## config.mk

```make
export PLATFORM = sky130hd
export DESIGN_NAME = row_compactor
export DESIGN_NICKNAME = d
export VERILOG_FILES = /design/src/rtl/row_compactor.sv
export SDC_FILE = /design/constraint.sdc
export NUM_CORES = 1
export LEC_CHECK = 0
export BUFFER_PORTS_ARGS = -buffer_cell sky130_fd_sc_hd__buf_2
export CAP_MARGIN = 20
export CORE_MARGIN = 1
export CORE_UTILIZATION = 65
export CTS_BUF_LIST = sky130_fd_sc_hd__clkbuf_4
export CTS_CLUSTER_SIZE = 28
export DETAILED_ROUTE_END_ITERATION = 12
export MAX_ROUTING_LAYER = met4
export PLACE_DENSITY = 0.86
export SETUP_SLACK_MARGIN = 0.3
export SYNTH_ARGS = -nofsm -noshare
export SYNTH_HDL_FRONTEND = slang
export SYNTH_SLANG_ARGS = --single-unit
```

## constraint.sdc

```tcl
create_clock -name clk -period 4.2 [get_ports clk]
set_clock_uncertainty 0.1 [all_clocks]
set_input_delay 0.42 -clock clk [delete_from_list [all_inputs] [get_ports clk]]
set_output_delay 0.42 -clock clk [all_outputs]
set_load 0.03 [all_outputs]
```

## src/rtl/row_compactor.sv

```systemverilog
// Multi-row clear engine: one bottom-to-top pass removes every full row,
// shifts surviving rows down over the gaps and zero-fills the vacated top rows.
module row_compactor #(
  parameter int COLS       = 10,
  parameter int ROWS       = 24,
  parameter int DATA_W     = 6,
  parameter int ADDR_W     = 8,
  parameter int CNT_W      = 5,
  parameter int RD_LAT     = 2,
  parameter int EARLY_EXIT = 1
) (
  input  logic              clk,
  input  logic              reset,
  input  logic              start,
  input  logic [DATA_W-1:0] ram_q,
  output logic [ADDR_W-1:0] ram_addr,
  output logic [DATA_W-1:0] ram_data,
  output logic              ram_wren,
  output logic              busy,
  output logic              done,
  output logic [CNT_W-1:0]  rows_cleared
);

  localparam int X_W = (COLS > 1) ? $clog2(COLS) : 1;
  localparam int Y_W = (ROWS > 1) ? $clog2(ROWS) : 1;
  localparam int C_W = $clog2(COLS + RD_LAT + 1);

  localparam logic [Y_W-1:0]   Y_TOP     = Y_W'(ROWS - 1);
  localparam logic [X_W-1:0]   X_LAST    = X_W'(COLS - 1);
  localparam logic [C_W-1:0]   SCAN_LAST = C_W'(COLS + RD_LAT - 1);
  localparam logic [C_W-1:0]   SCAN_END  = C_W'(COLS);
  localparam logic [C_W-1:0]   LAT       = C_W'(RD_LAT);
  localparam logic [CNT_W-1:0] DROP_MAX  = CNT_W'(ROWS);

  typedef enum logic [2:0] {IDLE, SCAN, COPY, FILL, DONE} state_t;

  state_t            state, state_d;
  logic [Y_W-1:0]    rd_y, rd_y_d, wr_y, wr_y_d;
  logic [CNT_W-1:0]  drop, drop_d, fill_left, fill_left_d, rows_cleared_d;
  logic [X_W-1:0]    x, x_d;
  logic [C_W-1:0]    cnt, cnt_d;
  logic              any_empty, any_empty_d, all_empty, all_empty_d;
  logic              q_empty, row_full, row_blank, goto_fill;

  function automatic logic [ADDR_W-1:0] cell_addr(input logic [Y_W-1:0] y,
                                                  input logic [ADDR_W-1:0] col);
    return ADDR_W'(y) * ADDR_W'(COLS) + col;
  endfunction

  assign q_empty   = (ram_q == '0);
  assign row_full  = !(any_empty | q_empty);
  assign row_blank = all_empty & q_empty;

  always_ff @(posedge clk or posedge reset) begin
    if (reset) begin
      state        <= IDLE;
      rd_y         <= '0;
      wr_y         <= '0;
      drop         <= '0;
      x            <= '0;
      cnt          <= '0;
      any_empty    <= 1'b0;
      all_empty    <= 1'b1;
      fill_left    <= '0;
      rows_cleared <= '0;
    end else begin
      state        <= state_d;
      rd_y         <= rd_y_d;
      wr_y         <= wr_y_d;
      drop         <= drop_d;
      x            <= x_d;
      cnt          <= cnt_d;
      any_empty    <= any_empty_d;
      all_empty    <= all_empty_d;
      fill_left    <= fill_left_d;
      rows_cleared <= rows_cleared_d;
    end
  end

  always_comb begin
    state_d        = state;
    rd_y_d         = rd_y;
    wr_y_d         = wr_y;
    drop_d         = drop;
    x_d            = x;
    cnt_d          = cnt;
    any_empty_d    = any_empty;
    all_empty_d    = all_empty;
    fill_left_d    = fill_left;
    rows_cleared_d = rows_cleared;
    goto_fill      = 1'b0;
    ram_addr       = '0;
    ram_data       = '0;
    ram_wren       = 1'b0;
    busy           = state inside {SCAN, COPY, FILL};
    done           = (state == DONE);

    case (state)
      IDLE: begin
        if (start) begin
          state_d        = SCAN;
          rd_y_d         = Y_TOP;
          wr_y_d         = Y_TOP;
          drop_d         = '0;
          rows_cleared_d = '0;
          cnt_d          = '0;
          any_empty_d    = 1'b0;
          all_empty_d    = 1'b1;
        end
      end

      SCAN: begin
        if (cnt < SCAN_END) ram_addr = cell_addr(rd_y, ADDR_W'(cnt));
        cnt_d = cnt + 1'b1;
        if (cnt >= LAT) begin
          any_empty_d = any_empty | q_empty;
          all_empty_d = all_empty & q_empty;
        end
        // Decision uses the final column's data directly, so it lands in the last SCAN cycle
        if (cnt == SCAN_LAST) begin
          cnt_d       = '0;
          any_empty_d = 1'b0;
          all_empty_d = 1'b1;
          if (row_full) begin
            drop_d = (drop == DROP_MAX) ? drop : drop + 1'b1;
            if (rd_y == '0) goto_fill = 1'b1;
            else            rd_y_d    = rd_y - 1'b1;
          end else if ((EARLY_EXIT != 0) && row_blank) begin
            goto_fill = 1'b1;
          end else if (drop == '0) begin
            if (rd_y == '0) begin
              goto_fill = 1'b1;
            end else begin
              rd_y_d = rd_y - 1'b1;
              wr_y_d = wr_y - 1'b1;
            end
          end else begin
            state_d = COPY;
            x_d     = '0;
          end
        end
      end

      COPY: begin
        if (cnt == LAT) begin
          ram_addr = cell_addr(wr_y, ADDR_W'(x));
          ram_data = ram_q;
          ram_wren = 1'b1;
          cnt_d    = '0;
          if (x == X_LAST) begin
            wr_y_d = wr_y - 1'b1;
            if (rd_y == '0) begin
              goto_fill = 1'b1;
            end else begin
              rd_y_d  = rd_y - 1'b1;
              state_d = SCAN;
            end
          end else begin
            x_d = x + 1'b1;
          end
        end else begin
          ram_addr = cell_addr(rd_y, ADDR_W'(x));
          cnt_d    = cnt + 1'b1;
        end
      end

      FILL: begin
        ram_addr = cell_addr(wr_y, ADDR_W'(x));
        ram_wren = 1'b1;
        if (x == '0) begin
          if (fill_left == CNT_W'(1)) begin
            state_d = DONE;
          end else begin
            fill_left_d = fill_left - 1'b1;
            wr_y_d      = wr_y - 1'b1;
            x_d         = X_LAST;
          end
        end else begin
          x_d = x - 1'b1;
        end
      end

      DONE: state_d = IDLE;

      default: state_d = IDLE;
    endcase

    // Only the drop rows just above the compacted stack need clearing; rows higher up are already empty
    if (goto_fill) begin
      x_d         = X_LAST;
      fill_left_d = drop_d;
      state_d     = (drop_d == '0) ? DONE : FILL;
    end

    if (state_d == DONE) rows_cleared_d = drop_d;
  end

endmodule
```

==> impl_metrics.tcl <==
set metrics [dict create \
    finalCritPeriodShare 0.811 \
    avgSynthCellArea_um2 8.76 \
    power.total_mw 2.89 \
    ys_async_sr_fraction 1.00 \
    n_fill_cell 374 \
    postPlaceCellArea_um2 3480 \
    synth.area.top_cells "dfrtp_1 (28%), ha_1 (12%), nor2_1 (4.4%)" \
    cts_root_buf "clkbuf_4" \
    yosys_register_bits 38 \
    outcome "complete, no violations" \
    mostFrequentLayoutCell "nor2_1" \
    fmax_mhz 294 \
    syn_nets 419 \
    place_hpwl_um 5770 \
    clk_pin_slew_ps 120 \
    slew_viol_final 0 \
    clock_latency_ps 350 \
    final_cell_mix "nor2_1 (38), dfrtp_1 (37), ha_1 (32)" \
    drc 0 \
    fp.dieW_um 72.9 \
    mappedNetlistArea_um2 3270 \
    rows 25 \
    hold_violations 0 \
    diodes 0 \
    met3_usage 0.0677 \
    grt_max_degree 39 \
    cts_tree "yes" \
    ant_nets 0 \
    syn_inst 373 \
    power.density_nw_per_um2 817 \
    vias 3006 \
    final_nets 448 \
    arrival_ps 2880 \
    synth_top_area_cell "dfrtp_1" \
    cts_buffers 5 \
    ys_dominant_reg_cell "dfrtp_1" \
    wl_per_cell_um 16.3 \
    timing.final.ws_setup_ps 796 \
    grt_pass1_vias 2712 \
    first_pass_iters 5 \
    place_ws_ps 1170 \
    relSlewSlack 0.440 \
    area_growth_pct 8.16 \
    layout-drive-gt1-share 0.141 \
    grt_usage 0.325 \
    ys_warn_count 0 \
    p_leak_nw 1.71 \
    post-cts-setup-buffers 0 \
    peakVddDrop_mv 0.705 \
    synth.top_cell.area_share 0.284 \
    use_met1 0.437 \
    clk_path_buf_depth 2 \
    core-area_um2 4790 \
    finalCriticalPeriod_ps 3400 \
    cts_hold_buffers 0 \
    stdcell_area_um2 3530 \
    met2_usage 0.489 \
    cp_max_fo 8 \
    maxCapViolCount 0 \
    grt_pass1_wl_um 12900 \
    antenna_found_initial 0 \
    port_buffers 30 \
    worstMarginPinSlew_ps 828 \
    yosysSeqAreaShare 0.292 \
    critPathCaptureType "output pin" \
    grt_setup_unrepaired "no" \
    drt_iter0_drc 220 \
    die_h_um 72.9 \
    routed_wl_um 7660 \
    grt-busiest-layer "met2" \
    start_util 0.682 \
    dieArea_um2 5310 \
    finalSetupViolations 0 \
    vias_per_cell 6.40 \
    crit_required_ps 3680 \
    critPathLaunchType "flip-flop" \
    place_congestion 0.876 \
    num_io_pins 31 \
    clock_sinks 38 \
    cts.repair.resized 0 \
    postLayoutCoreUtil 0.738 \
    grt_remaining_overflow 0 \
    min_path_type "input port to asynchronous set/reset pin" \
    h-tree-depth 2 \
    ys_types 66 \
    critical_path_class "flip-flop to output pin" \
    fin_setup_tns_ps 0 \
    synth_edf_count 0 \
]
==> final cells by class <==
cell class                 count  area (um2)  share of cell area
clock inverter                 2        8.76             0.00248
clock buffer                   6        45.0              0.0128
multi-input combinational    305        2200               0.622
timing repair buffer          33         173              0.0489
tap                           67        83.8              0.0237
inverter                      19        71.3              0.0202
sequential                    38         952               0.270
==> layer usage <==
layer | part of all wire | wire (um)
met4 | 0.022 | 170
met1 | 0.46 | 3560
met3 | 0.069 | 531
met5 | 0 | 0
met2 | 0.44 | 3400
==> flip-flops by register name (all words and copies together) (netlist names) <==
name,flops
state,3
all_empty,1
drop,5
wr_y,5
any_empty,1
rows_cleared,5
x,4
fill_left,5
cnt,4
rd_y,5
==> through the flow <==
step	instances	hold WS, ps
after CTS	470	88.1
after global placement	462	400
final	470	68.3
after floorplan	373	376
after detailed placement	462	399
after global routing	470	113
==> worst paths after layout <==
| check | startpoint | endpoint | slack (ps) | cells after the start |
|---|---|---|---|---|
| min | reset | state[2]$_DFF_PP0_ | 70 | 3 |
| max reg2reg | cnt[0]$_DFFE_PP0P_ | rows_cleared[4]$_DFFE_PP0P_ | 1160 | 8 |
| min reg2reg | fill_left[1]$_DFFE_PP0P_ | fill_left[1]$_DFFE_PP0P_ | 430 | 2 |
| max in group asynchronous | reset | all_empty$_DFFE_PP1P_ | 3590 | 3 |
| max | rd_y[1]$_DFFE_PP0P_ | ram_addr[7] | 800 | 8 |
| min in group clk | fill_left[1]$_DFFE_PP0P_ | fill_left[1]$_DFFE_PP0P_ | 430 | 2 |
==> synthesized netlist by cell type, drive strengths merged, types with 10 or more instances <==
| library cell | instances |
|---|---|
| a31oi | 12 |
| a21oi | 20 |
| dfrtp | 37 |
| o21ai | 21 |
| nand3 | 14 |
| nand2 | 33 |
| and3 | 10 |
| ha | 32 |
| xor2 | 11 |
| inv | 19 |
| nor2 | 38 |
==> critical path: stages (launching register included) <==
cell and delay, ps:
dfrtp_1 510, ha_1 340, ha_1 220, fa_1 380
xor2_1 410, a31oi_1 130, o21ai_0 190, o311ai_0 150
buf_2 200
==> cell families (layout without fill, tap and decap cells) <==
family	count (synthesis)	in the layout	synth area share
compound gates	100	100	0.210
xor+xnor	20	20	0.0536
fa+ha+maj	37	37	0.153
buf+inv	30	60	0.0352
flops	38	38	0.292
mux	2	2	0.00651
simple gates	146	146	0.250
==> where the power goes <==
| part | total, mW | switching [mW] | internal (mW) |
|---|---|---|---|
| registers | 0.683 | 0.206 | 0.477 |
| logic | 2.01 | 1.21 | 0.807 |
| clock network | 0.189 | 0.120 | 0.0694 |
| total | 2.89 | 1.53 | 1.35 |
Power figures use the tool's default switching activity.
